## src/rtl/nibble_deinterleaver_pkg.sv

```systemverilog
// Shared types and helpers for the nibble de-interleaver.
// Lane geometry, the receive phase encoding, the drop-counter width and
// the per-lane bit reconstruction used by the top level.
package nibble_deinterleaver_pkg;

  localparam int LANE_W     = 4;
  localparam int DROP_CNT_W = 8;

  typedef enum logic {
    PH0 = 1'b0,  // expecting beat0 of a pair
    PH1 = 1'b1   // beat0 held, expecting beat1
  } phase_e;

  // Undo the transmit interleave for one lane.
  // The transmitter sends beat0 = {A[0],B[2],A[1],B[3]} and
  // beat1 = {A[2],B[0],A[3],B[1]}; the result is packed as {A, B}.
  function automatic logic [2*LANE_W-1:0] deint_lane(
    input logic [LANE_W-1:0] n0,
    input logic [LANE_W-1:0] n1
  );
    logic [LANE_W-1:0] a;
    logic [LANE_W-1:0] b;
    a = {n1[1], n1[3], n0[1], n0[3]};
    b = {n0[0], n0[2], n1[0], n1[2]};
    return {a, b};
  endfunction

endpackage

```

## src/rtl/nibble_deinterleaver_fifo2.sv

```systemverilog
// Two-entry synchronous FIFO with registered full/empty flags.
// Storage is cleared on reset so the head reads zero until the first push.
// A push while full is ignored unless a pop happens in the same cycle;
// a pop while empty is ignored.
module nibble_deinterleaver_fifo2 #(
  parameter int W = 8
) (
  input  logic         clk,
  input  logic         rst_n,
  input  logic         push,
  input  logic [W-1:0] push_data,
  input  logic         pop,
  output logic [W-1:0] pop_data,
  output logic         full,
  output logic         empty
);

  logic [W-1:0] mem [2];
  logic         wr_ptr;
  logic         rd_ptr;
  logic [1:0]   cnt;
  logic [1:0]   cnt_nxt;
  logic         do_push;
  logic         do_pop;

  assign do_pop  = pop && !empty;
  assign do_push = push && (!full || do_pop);
  assign cnt_nxt = cnt + {1'b0, do_push} - {1'b0, do_pop};

  assign pop_data = mem[rd_ptr];

  // Storage, pointers and the occupancy flags registered from the next count.
  always_ff @(posedge clk or negedge rst_n) begin
    if (!rst_n) begin
      mem[0] <= '0;
      mem[1] <= '0;
      wr_ptr <= 1'b0;
      rd_ptr <= 1'b0;
      cnt    <= 2'd0;
      full   <= 1'b0;
      empty  <= 1'b1;
    end else begin
      if (do_push) begin
        mem[wr_ptr] <= push_data;
        wr_ptr      <= ~wr_ptr;
      end
      if (do_pop) begin
        rd_ptr <= ~rd_ptr;
      end
      cnt   <= cnt_nxt;
      full  <= (cnt_nxt == 2'd2);
      empty <= (cnt_nxt == 2'd0);
    end
  end

endmodule

```

## src/rtl/nibble_deinterleaver.sv

```systemverilog
// Receive-side inverse of the 4-bit bit-interleaver.
// Collects beat0/beat1 over a valid/ready stream, rebuilds the A/B operand
// pair for every lane and hands it to the consumer through a 2-entry buffer.
// A beat that cannot form a pair (orphan beat1, or a beat0 displaced by a
// new beat0) is discarded and counted in the saturating drop_cnt.
// Optional build macro: NIBBLE_DEINTERLEAVER_PARITY_EN adds s_par (even
// parity of s_data per beat) and m_perr (set when either beat of the
// delivered pair had bad parity).
module nibble_deinterleaver
  import nibble_deinterleaver_pkg::*;
#(
  parameter int LANES = 1
) (
  input  logic                    clk,
  input  logic                    rst_n,
  input  logic                    s_valid,
  output logic                    s_ready,
  input  logic                    s_first,
  input  logic [LANE_W*LANES-1:0] s_data,
  output logic                    m_valid,
  input  logic                    m_ready,
  output logic [LANE_W*LANES-1:0] m_a,
  output logic [LANE_W*LANES-1:0] m_b,
  output logic [DROP_CNT_W-1:0]   drop_cnt
`ifdef NIBBLE_DEINTERLEAVER_PARITY_EN
  ,
  input  logic                    s_par,
  output logic                    m_perr
`endif
);

  localparam int DATA_W = LANE_W * LANES;
`ifdef NIBBLE_DEINTERLEAVER_PARITY_EN
  localparam int ENTRY_W = 2 * DATA_W + 1;
`else
  localparam int ENTRY_W = 2 * DATA_W;
`endif

  // Saturating increment for the drop counter: holds at all-ones.
  function automatic logic [DROP_CNT_W-1:0] sat_inc(input logic [DROP_CNT_W-1:0] v);
    return (v == {DROP_CNT_W{1'b1}}) ? v : v + 1'b1;
  endfunction

  phase_e              state;
  logic [DATA_W-1:0]   hold;
  logic                ready_en;
  logic                accept;
  logic                drop_beat;
  logic [DATA_W-1:0]   pair_a;
  logic [DATA_W-1:0]   pair_b;
  logic                fifo_push;
  logic [ENTRY_W-1:0]  fifo_in;
  logic [ENTRY_W-1:0]  fifo_head;
  logic                fifo_full;
  logic                fifo_empty;

  // ready_en keeps s_ready low through reset and the first cycle after it.
  // In PH1 the registered full flag gates acceptance, so a pop in the same
  // cycle never raises s_ready combinationally.
  assign s_ready = ready_en && ((state == PH0) || !fifo_full);
  assign accept  = s_valid && s_ready;

  // A beat is lost when it is an orphan beat1, or when a new beat0 arrives
  // while one is already held (the held one is the casualty).
  assign drop_beat = accept && (((state == PH0) && !s_first) ||
                                ((state == PH1) &&  s_first));

  assign fifo_push = accept && (state == PH1) && !s_first;

  for (genvar k = 0; k < LANES; k++) begin : g_lane
    logic [2*LANE_W-1:0] lane_ab;
    assign lane_ab = deint_lane(hold[k*LANE_W +: LANE_W], s_data[k*LANE_W +: LANE_W]);
    assign pair_a[k*LANE_W +: LANE_W] = lane_ab[2*LANE_W-1:LANE_W];
    assign pair_b[k*LANE_W +: LANE_W] = lane_ab[LANE_W-1:0];
  end

`ifdef NIBBLE_DEINTERLEAVER_PARITY_EN
  logic beat_perr;
  logic hold_perr;

  // Even parity: s_par must equal the XOR of the data bits.
  assign beat_perr = s_par ^ (^s_data);
  assign fifo_in   = {hold_perr | beat_perr, pair_a, pair_b};

  // Parity status of the held beat0 follows the hold register.
  always_ff @(posedge clk or negedge rst_n) begin
    if (!rst_n) begin
      hold_perr <= 1'b0;
    end else if (accept && s_first) begin
      hold_perr <= beat_perr;
    end
  end
`else
  assign fifo_in = {pair_a, pair_b};
`endif

  // Framing FSM: phase tracking, beat0 hold register and drop counting.
  always_ff @(posedge clk or negedge rst_n) begin
    if (!rst_n) begin
      state    <= PH0;
      hold     <= '0;
      ready_en <= 1'b0;
      drop_cnt <= '0;
    end else begin
      ready_en <= 1'b1;
      if (accept) begin
        case (state)
          PH0: begin
            if (s_first) begin
              hold  <= s_data;
              state <= PH1;
            end
          end
          PH1: begin
            if (s_first) begin
              hold <= s_data;
            end else begin
              state <= PH0;
            end
          end
          default: state <= PH0;
        endcase
      end
      if (drop_beat) begin
        drop_cnt <= sat_inc(drop_cnt);
      end
    end
  end

  nibble_deinterleaver_fifo2 #(
    .W(ENTRY_W)
  ) u_fifo (
    .clk       (clk),
    .rst_n     (rst_n),
    .push      (fifo_push),
    .push_data (fifo_in),
    .pop       (m_valid && m_ready),
    .pop_data  (fifo_head),
    .full      (fifo_full),
    .empty     (fifo_empty)
  );

  assign m_valid = !fifo_empty;

`ifdef NIBBLE_DEINTERLEAVER_PARITY_EN
  assign {m_perr, m_a, m_b} = fifo_head;
`else
  assign {m_a, m_b} = fifo_head;
`endif

endmodule

```

## config.mk

```make
export PLATFORM = sky130hd
export DESIGN_NAME = nibble_deinterleaver
export DESIGN_NICKNAME = d
export VERILOG_FILES = /design/src/rtl/nibble_deinterleaver_pkg.sv /design/src/rtl/nibble_deinterleaver_fifo2.sv /design/src/rtl/nibble_deinterleaver.sv
export SDC_FILE = /design/constraint.sdc
export NUM_CORES = 1
export LEC_CHECK = 0
export BUFFER_PORTS_ARGS = -buffer_cell sky130_fd_sc_hd__buf_2
export CORE_MARGIN = 3
export CORE_UTILIZATION = 35
export CTS_BUF_LIST = sky130_fd_sc_hd__clkbuf_4
export DETAILED_ROUTE_END_ITERATION = 16
export PLACE_DENSITY = 0.62
export SETUP_SLACK_MARGIN = 0.3
export SYNTH_ARGS = -nofsm -noshare
export SYNTH_HDL_FRONTEND = slang
export SYNTH_HIERARCHICAL = 1
export SYNTH_SLANG_ARGS = --single-unit
```

## constraint.sdc

```tcl
create_clock -name clk -period 6.2 [get_ports clk]
set_input_delay 0 -clock clk [delete_from_list [all_inputs] [get_ports clk]]
set_output_delay 0 -clock clk [all_outputs]
set_load 0.1 [all_outputs]
```

==> results of run 1 <==
cell type report:
| cell class | count | area (sq um) |
|---|---|---|
| well taps | 52 | 65.1 |
| fillers | 431 | 2480 |
| flip-flops and latches | 36 | 902 |
| clock buffers | 6 | 45.0 |
| multi-input cells | 79 | 717 |
| inverters | 5 | 18.8 |
| clock inverters | 2 | 11.3 |
| repair buffers | 33 | 200 |
state kept, by name, summed over array words and instances, names as in the netlist:
name	count
ready_en	1
state	1
u_fifo/rd_ptr	1
u_fifo/wr_ptr	1
u_fifo/mem	16
u_fifo/cnt	2
u_fifo/full	1
drop_cnt	8
u_fifo/empty	1
hold	4
layout by cell type, fill, tap and decap left out, types with 2 or more instances in the layout:
cell type / count
sky130_fd_sc_hd__nand2_1: 6
sky130_fd_sc_hd__mux2_2: 28
sky130_fd_sc_hd__xnor2_1: 5
sky130_fd_sc_hd__dlygate4sd3_1: 7
sky130_fd_sc_hd__a21oi_4: 3
sky130_fd_sc_hd__nand3_1: 3
sky130_fd_sc_hd__buf_2: 26
sky130_fd_sc_hd__dfrtp_1: 35
sky130_fd_sc_hd__clkbuf_4: 6
sky130_fd_sc_hd__mux2_1: 2
sky130_fd_sc_hd__inv_1: 5
sky130_fd_sc_hd__nor2b_1: 3
sky130_fd_sc_hd__ha_1: 3
sky130_fd_sc_hd__a21oi_1: 2
sky130_fd_sc_hd__a31oi_1: 3
sky130_fd_sc_hd__nor2_1: 2
worst reg2reg max path, delay by kind of cell, from the launching register on:
kind                       cells  cell delay, ns
xor gates and xnor gates       2            0.38
DFF                            1            0.51
AOI/OAI and AO/OA              1            0.20
and+or+nand+nor                2            0.68
adders and majority gates      2            0.49
buffers and inverters          1            0.03
through the flow:
stage	area, sq um	util [%]	setup WS (ns)
floorplan	1640	-	3.54
global placement	1830	41.2	3.98
detailed placement	1830	41.2	3.88
CTS	1960	44.1	3.85
global route	1960	44.1	3.61
finish	1960	44.1	3.84
worst min-delay path by stage:
| stage | endpoint |
|---|---|
| global route | u_fifo/rd_ptr$_DFFE_PN0P_ |
| floorplan | drop_cnt[0]$_DFFE_PN0P_ |
| global placement | u_fifo/mem[7]$_DFFE_PN0P_ |
| finish | u_fifo/wr_ptr$_DFFE_PN0P_ |
| CTS | u_fifo/wr_ptr$_DFFE_PN0P_ |
| detailed placement | u_fifo/mem[7]$_DFFE_PN0P_ |
synth_stat cells:
master / number
sky130_fd_sc_hd__dfrtp_1: 35
sky130_fd_sc_hd__mux2_2: 28
sky130_fd_sc_hd__nand2_1: 6
sky130_fd_sc_hd__inv_1: 5
sky130_fd_sc_hd__xnor2_1: 5
sky130_fd_sc_hd__a21oi_4: 3
sky130_fd_sc_hd__a31oi_1: 3
sky130_fd_sc_hd__ha_1: 3
sky130_fd_sc_hd__nand3_1: 3
sky130_fd_sc_hd__nor2b_1: 3
sky130_fd_sc_hd__a21oi_1: 2
sky130_fd_sc_hd__mux2_1: 2
sky130_fd_sc_hd__nor2_1: 2
sky130_fd_sc_hd__a21boi_0: 1
sky130_fd_sc_hd__a21o_1: 1
sky130_fd_sc_hd__a41oi_1: 1
sky130_fd_sc_hd__and3_1: 1
sky130_fd_sc_hd__and4_1: 1
sky130_fd_sc_hd__buf_2: 1
sky130_fd_sc_hd__conb_1: 1
sky130_fd_sc_hd__dfstp_2: 1
sky130_fd_sc_hd__mux2_4: 1
sky130_fd_sc_hd__nand2b_1: 1
sky130_fd_sc_hd__nand2b_4: 1
sky130_fd_sc_hd__nand3b_1: 1
sky130_fd_sc_hd__nand4_1: 1
sky130_fd_sc_hd__nand4_2: 1
sky130_fd_sc_hd__nor4b_1: 1
sky130_fd_sc_hd__o211ai_1: 1
sky130_fd_sc_hd__o21a_2: 1
sky130_fd_sc_hd__o21ai_0: 1
sky130_fd_sc_hd__o21ai_1: 1
sky130_fd_sc_hd__or2_4: 1
sky130_fd_sc_hd__xor2_1: 1
metal layers:
layer / wire (um) / part of all wire, %
met2: 1450 / 49
met4: 49 / 1.7
met3: 136 / 4.6
met1: 1310 / 45
met5: 0 / 0
timing repair:
action / CTS / global route
hold buffers: 7 / 0
hold endpoints to repair: 48 / 0
resized for setup: 0 / 0
kinds of logic after synthesis:
family	count (synthesis)	synth area share, %
flops	36	54.9
mux	31	21.5
simple gates	23	8.68
compound gates	15	7.77
xor+xnor	6	3.20
buf+inv	6	1.45
fa+ha+maj	3	2.29
other cells	1	0.228
==> insert_results.sql, run 1 <==
INSERT INTO impl_metrics (metric_group, metric, value, unit) VALUES
('status', 'run_status', 'completed', ''),
('logic_synthesis', 'synthesis.yosys.warnings', '6', ''),
('clock_network', 'cts-buffers-inserted', '5', ''),
('grt', 'grt.overflow.total', '0', ''),
('logic_synthesis', 'synth.yosys.seq_area_share', '54.9', '%'),
('detailed_routing', 'dr.first_iter.drc_count', '30', ''),
('detailed_routing', 'vias_per_cell', '4.92', ''),
('logic_synthesis', 'synth.area.top_cells', 'sky130_fd_sc_hd__dfrtp_1, sky130_fd_sc_hd__mux2_2, sky130_fd_sc_hd__a21oi_4', ''),
('worst_hold_path', 'hold_path_class', 'primary input to flop', ''),
('setup_path', 'worstReg2RegEnd', 'u_fifo/full$_DFF_PN0_', ''),
('die', 'die_width', '74.5', 'um'),
('grt', 'gr-usage-met2', '19.0', '%'),
('clock_network', 'clk_pin_slew_worst_paths', '0.10', 'ns'),
('timing', 'timing_worst_slew_pin_value', '0.788', 'ns'),
('placement', 'final_hpwl_from_detailed_placement', '2.08', 'mm'),
('layout', 'antenna-diode-count', '0', ''),
('layout', 'finalNonFillerCells', '213', ''),
('logic_synthesis', 'synthesis.nets', '133', ''),
('setup_path', 'cpLargestDelayFamily', 'simple AND/OR/NAND/NOR gates', ''),
('die', 'floorplan.die.height', '74.5', 'um'),
('grt', 'grt-busiest-layer', 'met2', ''),
('setup_path', 'worst_reg_to_reg_path_cell_count', '8', ''),
('die', 'dieArea', '0.00555', 'sq mm'),
('clock_network', 'tritoncts_num_sinks', '36', ''),
('logic_synthesis', 'postSynthCellCount', '121', ''),
('detailed_routing', 'finalWirelength', '2.95', 'mm'),
('clock_network', 'cts-root-to-sink-buffers', '2', ''),
('die', 'placeableCoreArea', '0.00444', 'sq mm'),
('setup_path', 'crit_arrival', '2.62', 'ns'),
('timing', 'final_hold_viol_count', '0', ''),
('clock_network', 'cts_htree_levels', '2', ''),
('detailed_routing', 'drcViolationCount', '0', ''),
('clock_network', 'cts_root_buffer', 'sky130_fd_sc_hd__clkbuf_4', ''),
('logic_synthesis', 'yosys.cell_types.count', '34', ''),
('timing', 'min_period_over_period', '38.0', '%'),
('worst_hold_path', 'min_from', 's_first', ''),
('grt', 'first_global_vias', '1075', ''),
('grt', 'grt_antenna_before_repair', '0', ''),
('setup_path', 'crit_type', 'flop to flop', ''),
('timing', 'slew_headroom', '47.5', '%'),
('detailed_routing', 'vias', '1048', ''),
('setup_path', 'crit_chain', 'nor4b_1 -> o21ai_1 -> ha_1 -> inv_1 -> ha_1 -> xnor2_1 -> xnor2_1 -> nor2b_1', ''),
('placement', 'buffer_ports.inserted', '26', ''),
('die', 'initial_utilization', '37.0', '%'),
('setup_path', 'worst_r2r_startpoint', 'u_fifo/full$_DFF_PN0_', ''),
('placement', 'gp_routability_congestion', '0.812', ''),
('timing', 'finalHoldWorstSlack', '0.112', 'ns'),
('detailed_routing', 'firstDrtPassIters', '4', ''),
('grt', 'grt_pass1_wl', '4.93', 'mm'),
('setup_path', 'critPathCapture', 'u_fifo/full$_DFF_PN0_', ''),
('logic_synthesis', 'ys_ff_latch', '36', ''),
('setup_path', 'worstSetupPathDepth', '8', ''),
('timing', 'max_clock_freq', '424', 'MHz'),
('logic_synthesis', 'synth_top_area_share', '53.3', '%'),
('timing', 'final-max-slew-violation-count', '0', ''),
('timing', 'unrepaired_setup_endpoints_after_global_routing', 'no', ''),
('setup_path', 'critical_path_peak_fanout', '8', ''),
('grt', 'global_route.usage.met3', '4.05', '%'),
('worst_hold_path', 'timing.hold.worst_path_depth', '4', ''),
('setup_path', 'setup_slack_of_the_worst_register_to_register_path', '3.84', 'ns'),
('setup_path', 'path_buf_inv', '1', ''),
('logic_synthesis', 'post_synth_instance_area', '0.00164', 'sq mm'),
('timing', 'post_route_clock_skew', '0.0122', 'ns'),
('detailed_routing', 'antenna_left', '0', ''),
('timing', 'setup_viol', '0', ''),
('setup_path', 'cpMaxStageDelayCell', 'sky130_fd_sc_hd__dfrtp_1', ''),
('setup_path', 'cpPeakStageDelay', '0.51', 'ns'),
('layout', 'final_net_count', '172', ''),
('flow_run', 'max_cap_viol_count', '0', ''),
('clock_network', 'cts_tree', 'yes', ''),
('grt', 'grt_start_max_net_pins', '37', '');
Power of run 1 is left out: the tool's default activity adds up to more than one toggle a clock period on the data nets, which glitch-free logic cannot reach.
==> run 2, diff against run 1 <==
==> constraint.sdc (replaced) <==
create_clock -name clk -period 2.2 [get_ports clk]
set_input_delay 0 -clock clk [delete_from_list [all_inputs] [get_ports clk]]
set_output_delay 0 -clock clk [all_outputs]
set_load 0.1 [all_outputs]
==> insert_results.sql, run 2 (same netlist as run 1, synthesis figures left out) <==
INSERT INTO impl_metrics (metric_group, metric, value, unit) VALUES
('grt', 'grt_antenna_before_repair', '0', ''),
('detailed_routing', 'finalWirelength', '3.12', 'mm'),
('clock_network', 'tritoncts_num_sinks', '36', ''),
('layout', 'final_common_cell', 'sky130_fd_sc_hd__mux2_2', ''),
('detailed_routing', 'routed_wire_length_per_instance', '14.0', 'um'),
('setup_path', 'path_common_cell', 'sky130_fd_sc_hd__xnor2_2', ''),
('placement', 'final_hpwl_from_detailed_placement', '2.11', 'mm'),
('timing', 'finalHoldWorstSlack', '0.186', 'ns'),
('clock_network', 'cts-buffers-inserted', '5', ''),
('die', 'fp-row-count', '24', ''),
('setup_path', 'critPathLaunchType', 'flop', ''),
('setup_path', 'worst_r2r_startpoint', 'ready_en$_DFF_PN0_', ''),
('worst_hold_path', 'hold_path_class', 'primary input to flop', ''),
('timing', 'max_clock_freq', '528', 'MHz'),
('layout', 'reg.largest.list', 'u_fifo/mem x16, drop_cnt x8, hold x4', ''),
('setup_path', 'worstReg2RegEnd', 'u_fifo/full$_DFF_PN0_', ''),
('layout', 'finalNonFillerCells', '223', ''),
('timing', 'final_hold_viol_count', '0', ''),
('detailed_routing', 'dr.first_iter.drc_count', '25', ''),
('timing', 'layout_min_cycle_time', '1.89', 'ns'),
('layout', 'largest_register', 'u_fifo/mem', ''),
('placement', 'gp_routability_congestion', '0.736', ''),
('setup_path', 'cpLargestDelayFamily', 'simple AND/OR/NAND/NOR gates', ''),
('detailed_routing', 'firstDrtPassIters', '4', ''),
('layout', 'drive_above_1_share', '56.1', '%'),
('die', 'dieArea', '0.00555', 'sq mm'),
('timing', 'slew_headroom', '48.3', '%'),
('setup_path', 'crit_chain', 'nand2_2 -> nor4b_4 -> o21ai_2 -> ha_1 -> inv_1 -> ha_2 -> xnor2_2 -> xnor2_2 -> nor2b_2', ''),
('die', 'die_width', '74.5', 'um'),
('die', 'design.portCount', '27', ''),
('grt', 'grt.total_usage', '12.4', '%'),
('clock_network', 'cts_tree', 'yes', ''),
('clock_network', 'clk_latency', '0.34', 'ns'),
('layout', 'antenna-diode-count', '0', ''),
('die', 'placeableCoreArea', '0.00444', 'sq mm'),
('setup_path', 'path_buf_inv', '1', ''),
('timing', 'timing_worst_slew_pin_value', '0.776', 'ns'),
('detailed_routing', 'antenna_left', '0', ''),
('placement', 'dpl.cell_count', '198', ''),
('timing', 'final-max-slew-violation-count', '0', ''),
('clock_network', 'clk_pin_slew_worst_paths', '0.11', 'ns'),
('grt', 'grt.overflow.total', '0', ''),
('worst_hold_path', 'timing.hold.worst_path_depth', '5', ''),
('detailed_routing', 'drcViolationCount', '0', ''),
('setup_path', 'cpMaxStageDelayCell', 'sky130_fd_sc_hd__dfrtp_1', ''),
('setup_path', 'setup_slack_of_the_worst_register_to_register_path', '0.31', 'ns'),
('setup_path', 'endpoint_kind', 'flop', ''),
('timing', 'min_period_over_period', '86.1', '%'),
('timing', 'post_route_clock_skew', '0.00739', 'ns'),
('clock_network', 'cts-root-to-sink-buffers', '2', ''),
('layout', 'layout.core_utilization', '47.7', '%'),
('timing', 'totalNegativeSetupSlack', '0', 'ns'),
('setup_path', 'crit_type', 'flop to flop', ''),
('flow_run', 'max_cap_viol_count', '0', ''),
('setup_path', 'cpPeakStageDelay', '0.39', 'ns'),
('layout', 'final.fill_count', '410', ''),
('clock_network', 'cts_htree_levels', '2', ''),
('detailed_routing', 'vias_per_cell', '4.96', ''),
('timing', 'setup_viol', '0', ''),
('layout', 'largest_reg_flops', '16', ''),
('layout', 'layout-area-overhead-vs-synth', '29.2', '%'),
('layout', 'final_net_count', '182', ''),
('grt', 'first_global_vias', '1111', ''),
('layout', 'most-common-layout-cells', 'sky130_fd_sc_hd__mux2_2, sky130_fd_sc_hd__dfrtp_1, sky130_fd_sc_hd__buf_2', ''),
('die', 'initial_utilization', '37.0', '%'),
('status', 'run_status', 'completed', ''),
('setup_path', 'critical_path_peak_fanout', '3', ''),
('die', 'floorplan.die.height', '74.5', 'um'),
('setup_path', 'cp.required', '2.48', 'ns'),
('setup_path', 'crit_arrival', '2.17', 'ns'),
('grt', 'grt_start_max_net_pins', '37', ''),
('timing', 'unrepaired_setup_endpoints_after_global_routing', 'yes', ''),
('setup_path', 'worst_reg_to_reg_path_cell_count', '9', ''),
('clock_network', 'cts_root_buffer', 'sky130_fd_sc_hd__clkbuf_4', ''),
('worst_hold_path', 'min_from', 'm_ready', ''),
('grt', 'grt_pass1_wl', '5.07', 'mm'),
('worst_hold_path', 'worstHoldEndpoint', 'u_fifo/rd_ptr$_DFFE_PN0P_', ''),
('placement', 'buffer_ports.inserted', '26', ''),
('detailed_routing', 'vias', '1106', '');
run 2: changes by cell type in the layout (fill, tap and decap cells not counted), sizes merged:
cell    delta
bufinv     +1
buf       +10
clkbuf     -1
run 2: tightest hold or removal path: stages:
cell and delay, ns:
sky130_fd_sc_hd__buf_2 0.09, sky130_fd_sc_hd__nor2b_1 0.14, sky130_fd_sc_hd__nand2b_4 0.06, sky130_fd_sc_hd__buf_4 0.14, sky130_fd_sc_hd__xnor2_1 0.06
run 2: cell type report:
type / instances / area, sq um / area share [%]
clock buffer: 5 / 37.5 / 1.77
timing repair buffer: 43 / 288 / 13.6
tap: 52 / 65.1 / 3.07
inverter: 5 / 18.8 / 0.884
clock inverter: 3 / 42.5 / 2.00
sequential: 36 / 912 / 43.0
multi-input combinational: 79 / 758 / 35.7
run 2: timing repair:
item / 4_1_cts / 5_1_grt
buffers inserted: 5 / 5
setup endpoints to repair: 3 / 19
pin swaps: 3 / 3
endpoints found under the hold margin: 48 / 0
gates resized for setup: 4 / 2
hold buffers: 7 / 0
run 2: worst max-delay path by stage:
stage / startpoint / endpoint / slack [ns] / cells past startpoint
5_1_grt: ready_en$_DFF_PN0_ / u_fifo/full$_DFF_PN0_ / 0.15 / 9
2_1_floorplan: u_fifo/full$_DFF_PN0_ / u_fifo/full$_DFF_PN0_ / 0.29 / 8
4_1_cts: ready_en$_DFF_PN0_ / u_fifo/full$_DFF_PN0_ / 0.31 / 9
3_3_place_gp: u_fifo/full$_DFF_PN0_ / u_fifo/full$_DFF_PN0_ / 0.24 / 8
3_5_place_dp: u_fifo/full$_DFF_PN0_ / u_fifo/full$_DFF_PN0_ / 0.15 / 8
6_report: ready_en$_DFF_PN0_ / u_fifo/full$_DFF_PN0_ / 0.31 / 9
run 2: per-layer routing:
metal  vias up  global-route usage, %  part of all wire (%)
li1        530                      -                     -
met1       539                   14.1                    42
met2        29                   21.4                    51
met3         8                   3.92                   4.6
met4         0                   5.34                   1.9
met5         -                      0                     0
run 2: stage by stage:
| step | instance area (sq um) | worst slack [ns] |
|---|---|---|
| 4_1_cts | 2070 | 0.307 |
| 6_report | 2120 | 0.307 |
| 2_1_floorplan | 1670 | 0.295 |
| 3_5_place_dp | 1860 | 0.145 |
| 5_1_grt | 2120 | 0.153 |
| 3_3_place_gp | 1860 | 0.235 |
Power of run 2 is left out for the same reason.
